[src/rtl/game_timing_ctrl_pkg.sv]
// Shared types and constants for the game timing controller.
package game_timing_pkg;

   typedef enum logic [1:0] {
      IDLE   = 2'd0,
      RUN    = 2'd1,
      OVER   = 2'd2,
      PAUSED = 2'd3
   } state_e;

   typedef logic [3:0] bcd_digit_t;

   localparam logic [15:0] BCD_MAX = 16'h9999;

endpackage

[src/rtl/game_timing_ctrl_chan_divider.sv]
// One tick channel: counts base strobes and emits a registered one-cycle tick
// on the strobe where the count matches div.
module chan_divider #(
   parameter int DIV_W = 8
) (
   input  logic             clk,
   input  logic             reset,
   input  logic             clr,
   input  logic             strobe,
   input  logic [DIV_W-1:0] div,
   output logic             tick
);

   logic [DIV_W-1:0] cnt;

   // Lowering div below cnt lets cnt run on and wrap at 2^DIV_W.
   always_ff @(posedge clk) begin
      if (reset || clr) begin
         cnt  <= '0;
         tick <= 1'b0;
      end else begin
         tick <= 1'b0;
         if (strobe) begin
            if (cnt == div) begin
               cnt  <= '0;
               tick <= 1'b1;
            end else begin
               cnt <= cnt + DIV_W'(1);
            end
         end
      end
   end

endmodule

[src/rtl/game_timing_ctrl.sv]
// Game timing controller: prescaler, game-state FSM, tick channels, BCD score.
// Define GAME_PAUSE_EN to add the pause input and the PAUSED state.
module game_timing_ctrl
   import game_timing_pkg::*;
#(
   parameter int PRESCALE = 16000,
   parameter int NCH      = 3,
   parameter int DIV_W    = 8
) (
   input  logic                 clk,
   input  logic                 reset,
   input  logic                 start,
   input  logic                 collide,
`ifdef GAME_PAUSE_EN
   input  logic                 pause,
`endif
   input  logic [NCH*DIV_W-1:0] div,
   output logic [NCH-1:0]       tick,
   output logic [1:0]           state,
   output logic [15:0]          score
);

   localparam int PW = (PRESCALE > 0) ? $clog2(PRESCALE + 1) : 1;
   localparam logic [PW-1:0] PS_LAST = PW'(PRESCALE);

   state_e        st;
   logic [PW-1:0] pcnt;
   logic          strobe;
   logic          clr;
   logic          pause_req;

   function automatic logic [15:0] bcd_inc_sat(input logic [15:0] s);
      logic [15:0] r;
      bcd_digit_t  d;
      logic        carry;
      r     = s;
      carry = (s != BCD_MAX);
      for (int i = 0; i < 4; i++) begin
         d = s[i*4 +: 4];
         if (carry) begin
            if (d == 4'd9) begin
               r[i*4 +: 4] = 4'd0;
            end else begin
               r[i*4 +: 4] = d + 4'd1;
               carry       = 1'b0;
            end
         end
      end
      return r;
   endfunction

`ifdef GAME_PAUSE_EN
   assign pause_req = pause;
`else
   assign pause_req = 1'b0;
`endif

   // A strobe only counts if the FSM stays in RUN, so no tick lands outside RUN.
   assign strobe = (st == RUN) && (pcnt == PS_LAST) && !collide && !pause_req;
   assign clr    = (st == IDLE) && start;
   assign state  = st;

   always_ff @(posedge clk) begin
      if (reset) begin
         st    <= IDLE;
         pcnt  <= '0;
         score <= '0;
      end else begin
         case (st)
            IDLE: begin
               if (start) begin
                  st    <= RUN;
                  pcnt  <= '0;
                  score <= '0;
               end
            end
            RUN: begin
               pcnt <= (pcnt == PS_LAST) ? '0 : pcnt + PW'(1);
               if (tick[0]) score <= bcd_inc_sat(score);
               if (collide) st <= OVER;
`ifdef GAME_PAUSE_EN
               else if (pause) st <= PAUSED;
`endif
            end
            OVER: begin
               if (start) st <= IDLE;
            end
`ifdef GAME_PAUSE_EN
            PAUSED: begin
               if (pause) st <= RUN;
            end
`endif
            default: st <= IDLE;
         endcase
      end
   end

   for (genvar i = 0; i < NCH; i++) begin : g_chan
      chan_divider #(.DIV_W(DIV_W)) u_chan (
         .clk    (clk),
         .reset  (reset),
         .clr    (clr),
         .strobe (strobe),
         .div    (div[i*DIV_W +: DIV_W]),
         .tick   (tick[i])
      );
   end

endmodule

[config.mk]
export PLATFORM = sky130hd
export DESIGN_NAME = game_timing_ctrl
export DESIGN_NICKNAME = d
export VERILOG_FILES = /design/src/rtl/game_timing_ctrl_pkg.sv /design/src/rtl/game_timing_ctrl_chan_divider.sv /design/src/rtl/game_timing_ctrl.sv
export SDC_FILE = /design/constraint.sdc
export NUM_CORES = 1
export LEC_CHECK = 0
export ABC_AREA = 1
export ABC_CLOCK_PERIOD_IN_PS = 1660
export CAP_MARGIN = 30
export CORE_UTILIZATION = 40
export CTS_CLUSTER_SIZE = 25
export DETAILED_ROUTE_END_ITERATION = 16
export DONT_BUFFER_PORTS = 1
export SETUP_SLACK_MARGIN = 0.3
export SYNTH_ARGS = -nofsm -noshare
export SYNTH_HDL_FRONTEND = slang
export SYNTH_SLANG_ARGS = --single-unit
[constraint.sdc]
create_clock -name clk -period 1.66 [get_ports clk]
set_input_delay 0.415 -clock clk [delete_from_list [all_inputs] [get_ports clk]]
set_output_delay 0.415 -clock clk [all_outputs]
set_load 0.02 [all_outputs]
Yosys cells after proc, flatten, opt, wreduce, memory -nomap -nowiden
Cells that the tools add are included.
{ "totals": {"reg_bits": 59, "input_bits": 28, "output_inout_bits": 21} }
{ "classes": {"addsub": 8, "eq_ne": 19, "n_mux": 39, "bitwise_logic": 1, "n_reduce_logical": 14} }
{ "op_table": {"columns": ["operator", "n"], "rows": [
  ["two-way mux 16 bit", 2],
  ["two-way mux 4 bit", 8],
  ["one-hot mux 16 bit (2 select lines)", 1],
  ["two-way mux 14 bit", 2],
  ["one-hot mux 14 bit (2 select lines)", 1],
  ["adder 8 x 1 -> 8 bit, second input constant", 3],
  ["equality test 8 bit", 3],
  ["two-way mux 8 bit", 3],
  ["two-way mux 1 bit", 18],
  ["adder 4 x 1 -> 4 bit, second input constant", 4],
  ["equality test 4 bit, second input constant", 4],
  ["!= test 16 bit, second input constant", 1],
  ["AND reduction 4 bit", 4],
  ["adder 14 x 1 -> 14 bit, second input constant", 1],
  ["equality test 14 bit, second input constant", 1],
  ["!= test 2 x 1 -> 1 bit, second input constant", 5],
  ["two-way mux 2 bit", 3],
  ["!= test 2 bit, second input constant", 3],
  ["one-hot mux 2 bit (3 select lines)", 1],
  ["logical AND 1 bit", 3],
  ["AND reduction 3 bit", 1],
  ["equality test 2 x 1 -> 1 bit, second input constant", 1],
  ["equality test 2 bit, second input constant", 1],
  ["zero test 2 bit", 1],
  ["6 further kinds", 6]
]} }

Longest topological paths before layout
Gate-level depths: netlist of run 1.
{ "depth": {"depth_word": 17, "mapped_depth": 12, "mapped_depth_nobuf": 12} }

Hierarchy
From an unflattened synthesis of run 1, not the netlist that was laid out.
{ "hier_totals": {"cells_unflattened": 571, "area_unflattened_um2": 3773.6} }
{ "by_module_without_submodules": {"columns": ["module", "n_inst", "cells_per_inst", "area_per_inst_um2"], "rows": [
  ["game_timing_ctrl", 1, 322, 2148.3],
  ["chan_divider", 3, 83, 541.8]
]} }

Worst setup path before layout of run 1
No wires, ideal clock.
{ "synth_timing": {"path_kind": "register to register", "startpoint": "register score[0]", "endpoint": "register score[9]", "arrival_time_ps": 1440, "t_required_ps": 1532, "path_slack_ps": 92, "stages_incl_launch_ff": 7, "cell_sequence": "dfxtp_1 > ha_1 > nand3_1 > o21ai_1 > nand3_2 > o21ai_0 > nor2_1"} }
{ "synth_via": {"elab_chain_cells": 12, "elab_cells_between_ends": 13, "classes_between": "eq/ne: 3; mux: 9; reduce/logical: 1"} }
{ "synth_rtl": {"columns": ["item", "line_no", "source"], "rows": [
  ["from (decl)", "game_timing_ctrl.sv:20", "output logic [15:0] score"],
  ["from (signal assigned)", "game_timing_ctrl.sv:79", "if (tick[0]) score <= bcd_inc_sat(score);"],
  ["equality test 4 bit", "game_timing_ctrl.sv:41", "if (d == 4'd9) begin"],
  ["two-way mux 1 bit", "game_timing_ctrl.sv:41", null],
  ["two-way mux 1 bit (*)", "game_timing_ctrl.sv:40", "if (carry) begin"],
  ["two-way mux 1 bit (*)", "game_timing_ctrl.sv:79", null],
  ["two-way mux 1 bit (*)", "game_timing_ctrl.sv:69", "case (st)"],
  ["two-way mux 1 bit (*)", "game_timing_ctrl.sv:64", "if (reset) begin"],
  ["two-way mux 1 bit (*)", "game_timing_ctrl.sv:40", null],
  ["two-way mux 1 bit (*)", "game_timing_ctrl.sv:79", null],
  ["two-way mux 1 bit (*)", "game_timing_ctrl.sv:69", null],
  ["two-way mux 1 bit (*)", "game_timing_ctrl.sv:64", null],
  ["!= test 2 x 1 -> 1 bit (no line) (*)", null, null],
  ["AND reduction 4 bit (no line) (*)", null, null]
]} }
Every way passes the cells marked *; elsewhere a longest branch is shown, timed or not. The select of a mux whose other input is x is not followed.
A chain may end at the register's enable or synchronous reset.

Final worst setup path of run 1
{ "layout_timing": {"startpoint": "register pcnt[0]", "endpoint": "register g_chan[0].u_chan.cnt[5]"} }
{ "layout_via": {"elab_chain_cells": 3} }
{ "layout_rtl": {"columns": ["item", "line_no", "source"], "rows": [
  ["from (decl)", "game_timing_ctrl.sv:27", "logic [PW-1:0] pcnt;"],
  ["from (signal assigned)", "game_timing_ctrl.sv:78", "pcnt <= (pcnt == PS_LAST) ? '0 : pcnt + PW'(1);"],
  ["equality test 14 bit", "game_timing_ctrl.sv:59", "assign strobe = (st == RUN) && (pcnt == PS_LAST) && !collide && !pause_req;"],
  ["logical AND 1 bit (2 in series)", "game_timing_ctrl.sv:59", null],
  ["to (signal assigned)", "game_timing_ctrl_chan_divider.sv:28", "cnt <= cnt + DIV_W'(1);"],
  ["to (decl)", "game_timing_ctrl_chan_divider.sv:14", "logic [DIV_W-1:0] cnt;"]
]} }
Every way passes these cells.

==> impl_metrics.json, run 1 <==
{
  "min_period_ps": 1560,
  "ctsLongestPathBuffers": 2,
  "synth_flop_cell": "dfxtp_1",
  "syn_inst": 622,
  "num_rows": 35,
  "synth-seq-cells": 59,
  "mostFrequentLayoutCells": "151 x nand2_1, 71 x inv_1, 58 x nor2_1, 38 x nand3_1, 35 x buf_4",
  "numPortBuffers": 0,
  "gp_congestion": 0.950,
  "synth_area_per_cell_um2": 6.23,
  "synth.area.top_cells": "dfxtp_1 30%, nand2_1 16%, nor2_1 8.3%, inv_1 7.9%, nand3_1 7.2%",
  "yosys.area.top_type": "dfxtp_1",
  "numCtsBuffers": 9,
  "clock_latency_ps": 360,
  "grt_antenna_before_repair": 0,
  "dieArea_mm2": 0.0101,
  "layout_commonest_cell": "nand2_1",
  "hold_class": "input pin to flop",
  "cts_root_buffer": "clkbuf_8",
  "finalPower_mw": 3.31,
  "yosys_warnings": 0,
  "async_reset_ff_share_pct": 0,
  "setup_violations": 0,
  "coreArea_mm2": 0.00933,
  "antenna_left": 0,
  "p_leak_nw": 2.06,
  "yosysUniqueCellTypes": 35,
  "setup-tns-final_ps": 0,
  "synth-seq-area-share_pct": 30.5,
  "grt_max_degree": 23,
  "fillers": 867,
  "synth-edff-count": 0,
  "hold_ws_ps": 107,
  "n_antenna_cell": 0,
  "clock_skew_ps": 7.11,
  "post_dp_cell_area_mm2": 0.00427,
  "path_clk_slew_ps": 70,
  "ctsHtreeMaxLevel": 3,
  "max_freq_ghz": 0.642,
  "final_min_period_over_clock_period_pct": 93.8,
  "final_util_pct": 56.8,
  "endpoint_kind": "flop",
  "drcViolationCount": 0,
  "slew_viol_final": 0,
  "syn2layout_area_growth_pct": 36.6,
  "die_w_um": 100,
  "syn_area_mm2": 0.00387,
  "dr.pass1.iters": 4,
  "fin_ws_ps": 103,
  "initial_core_util_pct": 41.5,
  "dp_cells": 760,
  "cts_tree": "built",
  "layout-drive-gt1-share_pct": 33.4,
  "dp_hpwl_um": 7330,
  "critPathArrivalTime_ps": 1850,
  "tightest_slew_ps": 418,
  "crit_path_max_fanout": 7,
  "rsz0062_at_grt": "true",
  "dpl_worst_slack_ps": 76.4,
  "vias": 4124,
  "powerDensity_mw_per_mm2": 626,
  "overflow": 0,
  "yosys.area.top_type_share_pct": 30.5,
  "cp-start-kind": "flop",
  "track_usage_pct": 21.5,
  "required_ps": 1950,
  "cap_violations": 0,
  "pin_count": 49,
  "grt_pass1_vias": 3774,
  "stdcell_area_mm2": 0.00529,
  "grt_pass1_wl_um": 17200,
  "wl_per_cell_um": 13.6,
  "status": "completed",
  "clock-sinks": 59,
  "via_per_inst": 5.12,
  "final_nets": 713,
  "vdd.ir_drop.worst_mv": 0.312,
  "die_h_um": 100,
  "layout.cells.non_filler": 806,
  "maxSlewHeadroom_pct": 71.9,
  "hold_violations": 0,
  "wl_um": 10900,
  "critPathKind": "flop to flop",
  "syn_nets": 663,
  "first_iter_violations": 130
}
synth_stat cells, types with 2 or more instances:
library cell,n
nand2_1,169
nor2_1,86
inv_1,82
dfxtp_1,59
nand3_1,56
a21oi_1,38
nand4_1,21
nor3_1,15
ha_1,13
o21ai_0,13
inv_2,7
nand2_2,6
nor2_2,6
xnor2_1,6
xor2_1,5
buf_4,4
clkbuf_1,4
nand3b_1,4
nand3_2,3
nor3_2,3
o21bai_1,3
or2_2,3
buf_6,2
nand2_4,2
o21ai_1,2
metal layers:
| layer | track usage (%) | share of wire [%] | vias to the layer above |
|---|---|---|---|
| li1 | - | - | 2097 |
| met5 | 0 | 0 | - |
| met2 | 35.7 | 48 | 93 |
| met1 | 27.4 | 46 | 1921 |
| met4 | 8.47 | 1.4 | 0 |
| met3 | 4.32 | 4.8 | 13 |
worst paths after layout:
path,cells after the start,end,slack (ps),start
max,12,g_chan[0].u_chan.cnt[5]$_SDFFE_PP0P_,100,pcnt[0]$_SDFFE_PP0P_
min,1,score[10]$_SDFFE_PP0P_,110,reset
max reg2reg,12,g_chan[0].u_chan.cnt[5]$_SDFFE_PP0P_,100,pcnt[0]$_SDFFE_PP0P_
min reg2reg,2,pcnt[13]$_SDFFE_PP0P_,490,pcnt[13]$_SDFFE_PP0P_
cells by family (layout without fill, tap and decap cells):
logic type,count (synthesis),in the layout,synth area share (%)
AND/OR/NAND/NOR,378,379,44.0
XOR/XNOR,11,11,2.49
AO/OA/AOI/OAI,60,60,8.20
adder cells (fa/ha/maj),13,13,4.20
flip-flops,59,59,30.5
buffers and inverters,101,155,10.6
what timing repair did:
item | 4_1_cts | 5_1_grt
gates resized for setup | 92 | 76
pin swaps | 30 | 45
setup endpoints to repair | 55 | 57
cloned | 1 | 1
hold endpoints to repair | 0 | 0
hold buffers | 0 | 0
setup buffers | 19 | 9
state kept, by name, indices dropped and copies added (netlist names):
| register | flops |
|---|---|
| g_chan.u_chan.cnt | 24 |
| g_chan.u_chan.tick | 3 |
| pcnt | 14 |
| score | 16 |
| state | 2 |
critical path, stage by stage, from the launching register on:
cell and delay [ps]:
dfxtp_2 330, inv_2 70, ha_4 140, nand2_2 60, inv_2 50, nand2_2 50, nor2_4 120, nand3_4 210
nor2_4 200, nand2_2 70, nand2_1 70, nand2_1 50, nor2_1 70
layout make-up:
type	instances	area [µm²]	area share, %
tap	129	161	3.05
clock buffer	14	153	2.88
sequential	59	1250	23.6
inverter	89	354	6.69
timing repair buffer	50	463	8.74
multi-input combinational	463	2880	54.3
clock inverter	2	35.0	0.662
report_power, final:
group	leakage (nW)	internal, mW	switching (mW)
logic	1.47	0.206	0.291
registers	0.495	1.43	0.0535
clock network	0.0947	0.735	0.598
Note: power is estimated with default switching activity, not from simulation.
==> inputs of run 2 (changes only) <==
--- a/config.mk
+++ b/config.mk
@@ -6,9 +6,10 @@
 export NUM_CORES = 1
 export LEC_CHECK = 0
 export ABC_AREA = 1
-export ABC_CLOCK_PERIOD_IN_PS = 1660
+export ABC_CLOCK_PERIOD_IN_PS = 1750
 export CAP_MARGIN = 30
 export CORE_UTILIZATION = 40
+export CTS_CLUSTER_DIAMETER = 60
 export CTS_CLUSTER_SIZE = 25
 export DETAILED_ROUTE_END_ITERATION = 16
 export DONT_BUFFER_PORTS = 1
==> constraint.sdc (replaced) <==
create_clock -name clk -period 1.75 [get_ports clk]
set_input_delay 0.4375 -clock clk [delete_from_list [all_inputs] [get_ports clk]]
set_output_delay 0.4375 -clock clk [all_outputs]
set_load 0.02 [all_outputs]
==> run 2 against run 1 <==
  * Combinational power down 22%
  * Wire length down 9.5%
  * Final cell count down 1.5%
  * Critical path type unchanged
  * Critical endpoint is now g_chan[2].u_chan.cnt[3]$_SDFFE_PP0P_
  * Largest cell class unchanged
==> impl_metrics.json, run 2 (synthesis gave the netlist of run 1 again) <==
{
  "status": "completed",
  "track_usage_pct": 20.9,
  "worstReg2RegStart": "pcnt[1]$_SDFFE_PP0P_",
  "rsz0062_at_grt": "true",
  "seq_area_mm2": 0.00121,
  "slew_viol_final": 0,
  "layout_commonest_cell": "nand2_1",
  "layout-drive-gt1-share_pct": 24.1,
  "vdd.ir_drop.worst_mv": 0.509,
  "endpoint_kind": "flop",
  "vias": 3967,
  "clock_skew_ps": 10.1,
  "min_from": "reset",
  "maxSlewHeadroom_pct": 74.7,
  "grt_pass1_wl_um": 16700,
  "dpl_worst_slack_ps": 93.3,
  "initial_core_util_pct": 41.5,
  "final_min_period_over_clock_period_pct": 86.8,
  "holdPathEnd": "score[5]$_SDFFE_PP0P_",
  "hold_violations": 0,
  "first_iter_violations": 131,
  "drcViolationCount": 0,
  "grt_util_met3_pct": 4.94,
  "numPortBuffers": 0,
  "die_h_um": 100,
  "pin_count": 49,
  "cts_root_buffer": "clkbuf_8",
  "max_freq_ghz": 0.659,
  "fin_ws_ps": 232,
  "wl_um": 9890,
  "top_regs": "g_chan.u_chan.cnt x24, score x16, pcnt x14",
  "grt_use_met2_pct": 33.8,
  "postCtsHoldBufs": 0,
  "syn2layout_area_growth_pct": 24.2,
  "layout.cells.non_filler": 794,
  "p_leak_nw": 1.92,
  "coreArea_mm2": 0.00933,
  "largest_reg_flops": 24,
  "grt_antenna_before_repair": 0,
  "cp-start-kind": "flop",
  "cts_tree": "built",
  "antenna_left": 0,
  "via_per_inst": 5.00,
  "holdPathStages": 1,
  "r2r-end": "g_chan[2].u_chan.cnt[3]$_SDFFE_PP0P_",
  "grt_pass1_vias": 3645,
  "dp_hpwl_um": 7000,
  "path_clk_slew_ps": 70,
  "dieArea_mm2": 0.0101,
  "n_antenna_cell": 0,
  "tightest_slew_ps": 376,
  "required_ps": 1980,
  "ctsLongestPathBuffers": 2,
  "grt_max_degree": 23,
  "cap_violations": 0,
  "r2r_slack_ps": 230,
  "critPathKind": "flop to flop",
  "dr.pass1.iters": 4,
  "num_rows": 35,
  "dp_cells": 764,
  "powerDensity_mw_per_mm2": 629,
  "min_period_ps": 1520,
  "final_nets": 701,
  "final_util_pct": 51.6,
  "overflow": 0,
  "top_register": "g_chan.u_chan.cnt",
  "clock_latency_ps": 340,
  "critPathArrivalTime_ps": 1740,
  "hold_class": "input pin to flop",
  "clock-sinks": 59,
  "wl_per_cell_um": 12.5,
  "post_dp_cell_area_mm2": 0.00416,
  "setup_violations": 0,
  "die_w_um": 100,
  "ctsHtreeMaxLevel": 3,
  "gp_congestion": 0.930,
  "mostFrequentLayoutCells": "161 x nand2_1, 72 x inv_1, 70 x nor2_1, 46 x nand3_1, 42 x dfxtp_1",
  "crit_path_max_fanout": 5,
  "finalPower_mw": 3.03,
  "grt.met1_usage_pct": 26.6,
  "stdcell_area_mm2": 0.00481,
  "setup-tns-final_ps": 0,
  "rr_worst_depth": 8,
  "fillers": 930,
  "hold_ws_ps": 147,
  "numCtsBuffers": 9,
  "multiInputGateArea_mm2": 0.00261,
  "busiest_layer": "met2"
}
[run 2: cell count changes in the layout (fill, tap and decap cells not counted), moves of 4 or more]
cell | previous run | this run
a21oi_2 | 12 | 2
nand2_4 | 8 | 2
nand3_2 | 11 | 6
nor2_1 | 58 | 70
nand3_1 | 38 | 46
dfxtp_1 | 29 | 42
nand2_1 | 151 | 161
a21oi_1 | 26 | 36
dfxtp_4 | 13 | 5
o21ai_0 | 7 | 11
buf_6 | 12 | 1
nor2_4 | 18 | 9
dfxtp_2 | 17 | 12
[run 2: final cells by class]
type	instances	share of cell area (%)
clock inverters	5	1.09
well taps	129	3.35
inverters	89	7.10
flip-flops and latches	59	25.2
multi-input cells	463	54.3
repair buffers	38	6.01
clock buffers	11	2.94
[run 2: power breakdown]
part	total (mW)	switching [mW]	leakage, nW	internal (mW)
clock network	1.24	0.550	0.0991	0.689
registers	1.40	0.0397	0.486	1.36
logic	0.386	0.242	1.34	0.144
[run 2: timing repair]
action | in CTS | in global routing
pin swaps | 15 | 14
endpoints found under the setup margin | 53 | 53
setup buffers | 11 | 2
cloned | 1 | 0
resized for setup | 60 | 37
hold endpoints to repair | 0 | 0
[run 2: per-layer routing]
metal	up-vias	part of all wire, %
li1	2067	-
met1	1792	46
met2	92	46
met3	16	5.6
met4	0	2.1
met5	-	0
[run 2: how the worst max path moves through the flow]
stage / from / endpoint / slack, ps / depth (start not counted)
CTS: pcnt[1]$_SDFFE_PP0P_ / g_chan[1].u_chan.cnt[3]$_SDFFE_PP0P_ / 250 / 10
detailed placement: pcnt[0]$_SDFFE_PP0P_ / g_chan[1].u_chan.cnt[3]$_SDFFE_PP0P_ / 90 / 10
global route: pcnt[1]$_SDFFE_PP0P_ / g_chan[1].u_chan.cnt[5]$_SDFFE_PP0P_ / 110 / 12
floorplan: score[13]$_SDFFE_PP0P_ / score[9]$_SDFFE_PP0P_ / 300 / 8
global placement: pcnt[0]$_SDFFE_PP0P_ / g_chan[1].u_chan.cnt[3]$_SDFFE_PP0P_ / 140 / 10
finish: pcnt[1]$_SDFFE_PP0P_ / g_chan[2].u_chan.cnt[3]$_SDFFE_PP0P_ / 230 / 8
[run 2: critical path, cell delays in order, from the launching register on]
cell and delay [ps]:
dfxtp_4 360, inv_4 60, ha_4 140, buf_4 110, nand3_2 120, nor3_4 290
nand2_2 110, nand2_2 140, nor2_1 60
==> inputs of run 3 (changes only) <==
--- a/config.mk
+++ b/config.mk
@@ -13,6 +13,7 @@
 export CTS_CLUSTER_SIZE = 25
 export DETAILED_ROUTE_END_ITERATION = 16
 export DONT_BUFFER_PORTS = 1
+export GPL_ROUTABILITY_DRIVEN = 0
 export SETUP_SLACK_MARGIN = 0.3
 export SYNTH_ARGS = -nofsm -noshare
 export SYNTH_HDL_FRONTEND = slang
==> run 3 against run 2 <==
  * Clock skew rose by 7.0 ps
  * Hold slack worse by 5.4 ps
  * Combinational power grew 11%
  * Cell area grew 2.5%
  * Core utilization is 1.3 points higher
  * Via count increased by 0.83%
  * Non-clock buffer count increased by 1
  * Worst setup slack better by 3.2 ps
  * Critical path type unchanged
  * Largest cell class unchanged
==> impl_metrics.json, run 3 (synthesis gave the netlist of run 1 again) <==
{
  "crit_path_max_fanout": 5,
  "slew_viol_final": 0,
  "powerDensity_mw_per_mm2": 624,
  "rsz0062_at_grt": "true",
  "cap_violations": 0,
  "drt-met1-wl_um": 4810,
  "overflow": 0,
  "clock_latency_ps": 350,
  "ctsLongestPathBuffers": 2,
  "dr.pass1.iters": 5,
  "vdd.ir_drop.worst_mv": 0.273,
  "cts_root_buffer": "clkbuf_8",
  "intPower_mw": 2.21,
  "r2r-end": "g_chan[1].u_chan.cnt[3]$_SDFFE_PP0P_",
  "final_min_period_over_clock_period_pct": 86.6,
  "multiInputGateArea_mm2": 0.00273,
  "stdcell_area_mm2": 0.00493,
  "ctsHtreeMaxLevel": 3,
  "max_freq_ghz": 0.660,
  "hold_ws_ps": 142,
  "wl_met3_um": 480,
  "track_usage_pct": 21.1,
  "final_nets": 702,
  "grt_pass1_wl_um": 16800,
  "numCtsBuffers": 9,
  "highest_layer": "met4",
  "layout-drive-gt1-share_pct": 26.5,
  "wl_per_cell_um": 13.0,
  "hold_violations": 0,
  "wl_met2_um": 4830,
  "status": "completed",
  "p_leak_nw": 1.96,
  "coreArea_mm2": 0.00933,
  "dp_hpwl_um": 7010,
  "critPathKind": "flop to flop",
  "numPortBuffers": 0,
  "n_antenna_cell": 0,
  "min_from": "reset",
  "setup_violations": 0,
  "hold_class": "input pin to flop",
  "die_h_um": 100,
  "path_clk_slew_ps": 80,
  "syn2layout_area_growth_pct": 27.3,
  "first_iter_violations": 171,
  "setup-tns-final_ps": 0,
  "critPathArrivalTime_ps": 1750,
  "finalPower_mw": 3.08,
  "grt_antenna_before_repair": 0,
  "initial_core_util_pct": 41.5,
  "via_per_inst": 5.04,
  "final_util_pct": 52.9,
  "clock-sinks": 59,
  "rr_worst_depth": 8,
  "largest_reg_flops": 24,
  "vias": 4000,
  "cp-start-kind": "flop",
  "p_sw_share_pct": 28.2,
  "antenna_left": 0,
  "endpoint_kind": "flop",
  "top_register": "g_chan.u_chan.cnt",
  "fillers": 913,
  "min_period_ps": 1520,
  "grt_max_degree": 23,
  "worstReg2RegStart": "pcnt[0]$_SDFFE_PP0P_",
  "grt_pass1_vias": 3643,
  "p_switching_mw": 0.867,
  "p_seq_share_pct": 45.5,
  "mostFrequentLayoutCells": "154 x nand2_1, 74 x inv_1, 71 x nor2_1, 42 x dfxtp_1",
  "postCtsHoldBufs": 0,
  "wl_um": 10300,
  "endpoint": "g_chan[1].u_chan.cnt[3]$_SDFFE_PP0P_",
  "comb_power_share_pct": 13.9,
  "seq_area_mm2": 0.00121,
  "crit_start": "pcnt[0]$_SDFFE_PP0P_",
  "clock_skew_ps": 17.1,
  "dieArea_mm2": 0.0101,
  "drcViolationCount": 0,
  "r2r_slack_ps": 230,
  "maxSlewHeadroom_pct": 73.8,
  "post_dp_cell_area_mm2": 0.00416,
  "layout_commonest_cell": "nand2_1",
  "num_rows": 35,
  "tightest_slew_ps": 392,
  "top_regs": "g_chan.u_chan.cnt x24, score x16, pcnt x14",
  "pin_count": 49,
  "cts_tree": "built",
  "required_ps": 1990,
  "die_w_um": 100,
  "pwr-share-clk_pct": 40.6
}
-- run 3: cell types whose count changed in the layout (fill, tap and decap cells not counted), sizes merged --
cell	delta
buf	+1
clkbuf	+1
clkinv	-1
clkinvlp	-1
-- run 3: final cells by class --
cell class,instances,area share (%)
Clock buffer,12,2.94
Clock inverter,3,0.812
Inverter,89,7.08
Multi-Input combinational cell,463,55.3
Sequential cell,59,24.6
Tap cell,129,3.27
Timing Repair Buffer,39,6.01
-- run 3: worst min path at each step --
stage                     cells after the start  slack (ps)                endpoint
final                                         1         140  score[11]$_SDFFE_PP0P_
after global routing                          1         120   score[8]$_SDFFE_PP0P_
after CTS                                     1         120   score[9]$_SDFFE_PP0P_
after detailed placement                      2         470    pcnt[3]$_SDFFE_PP0P_
after global placement                        2         470    pcnt[3]$_SDFFE_PP0P_
after floorplan                               2         460    pcnt[3]$_SDFFE_PP0P_
-- run 3: power groups by stage --
stage / Clock (mW) / Combinational, mW / Sequential [mW]
after floorplan: 0 / 0.230 / 1.44
after global placement: 0 / 0.315 / 1.43
after detailed placement: 0 / 0.320 / 1.43
after CTS: 1.26 / 0.373 / 1.40
after global routing: 1.30 / 0.470 / 1.40
final: 1.25 / 0.428 / 1.40
-- run 3: per-stage QoR --
stage | cells | setup WS (ps)
floorplan | 622 | 299
global placement | 763 | 91.3
detailed placement | 763 | 57.6
CTS | 788 | 220
global route | 794 | 99.3
finish | 794 | 235
-- run 3: routing by layer --
| layer | up-vias | GRT usage (%) |
|---|---|---|
| li1 | 2076 | - |
| met4 | 0 | 8.47 |
| met5 | - | 0 |
| met3 | 18 | 4.18 |
| met2 | 91 | 34.7 |
| met1 | 1815 | 26.9 |
-- run 3: timing repair --
| item | 4_1_cts | 5_1_grt |
|---|---|---|
| pin swaps | 21 | 34 |
| setup buffers | 9 | 6 |
| gates cloned | 1 | 0 |
| endpoints found under the setup margin | 53 | 52 |
| resized for setup | 75 | 52 |
-- run 3: critical path: stages (launching register included) --
cell	delay, ps
dfxtp_2	340
inv_2	70
ha_4	160
buf_4	120
nand3_4	80
nor3_4	320
nand2_2	150
nand2_4	110
nor2_1	60
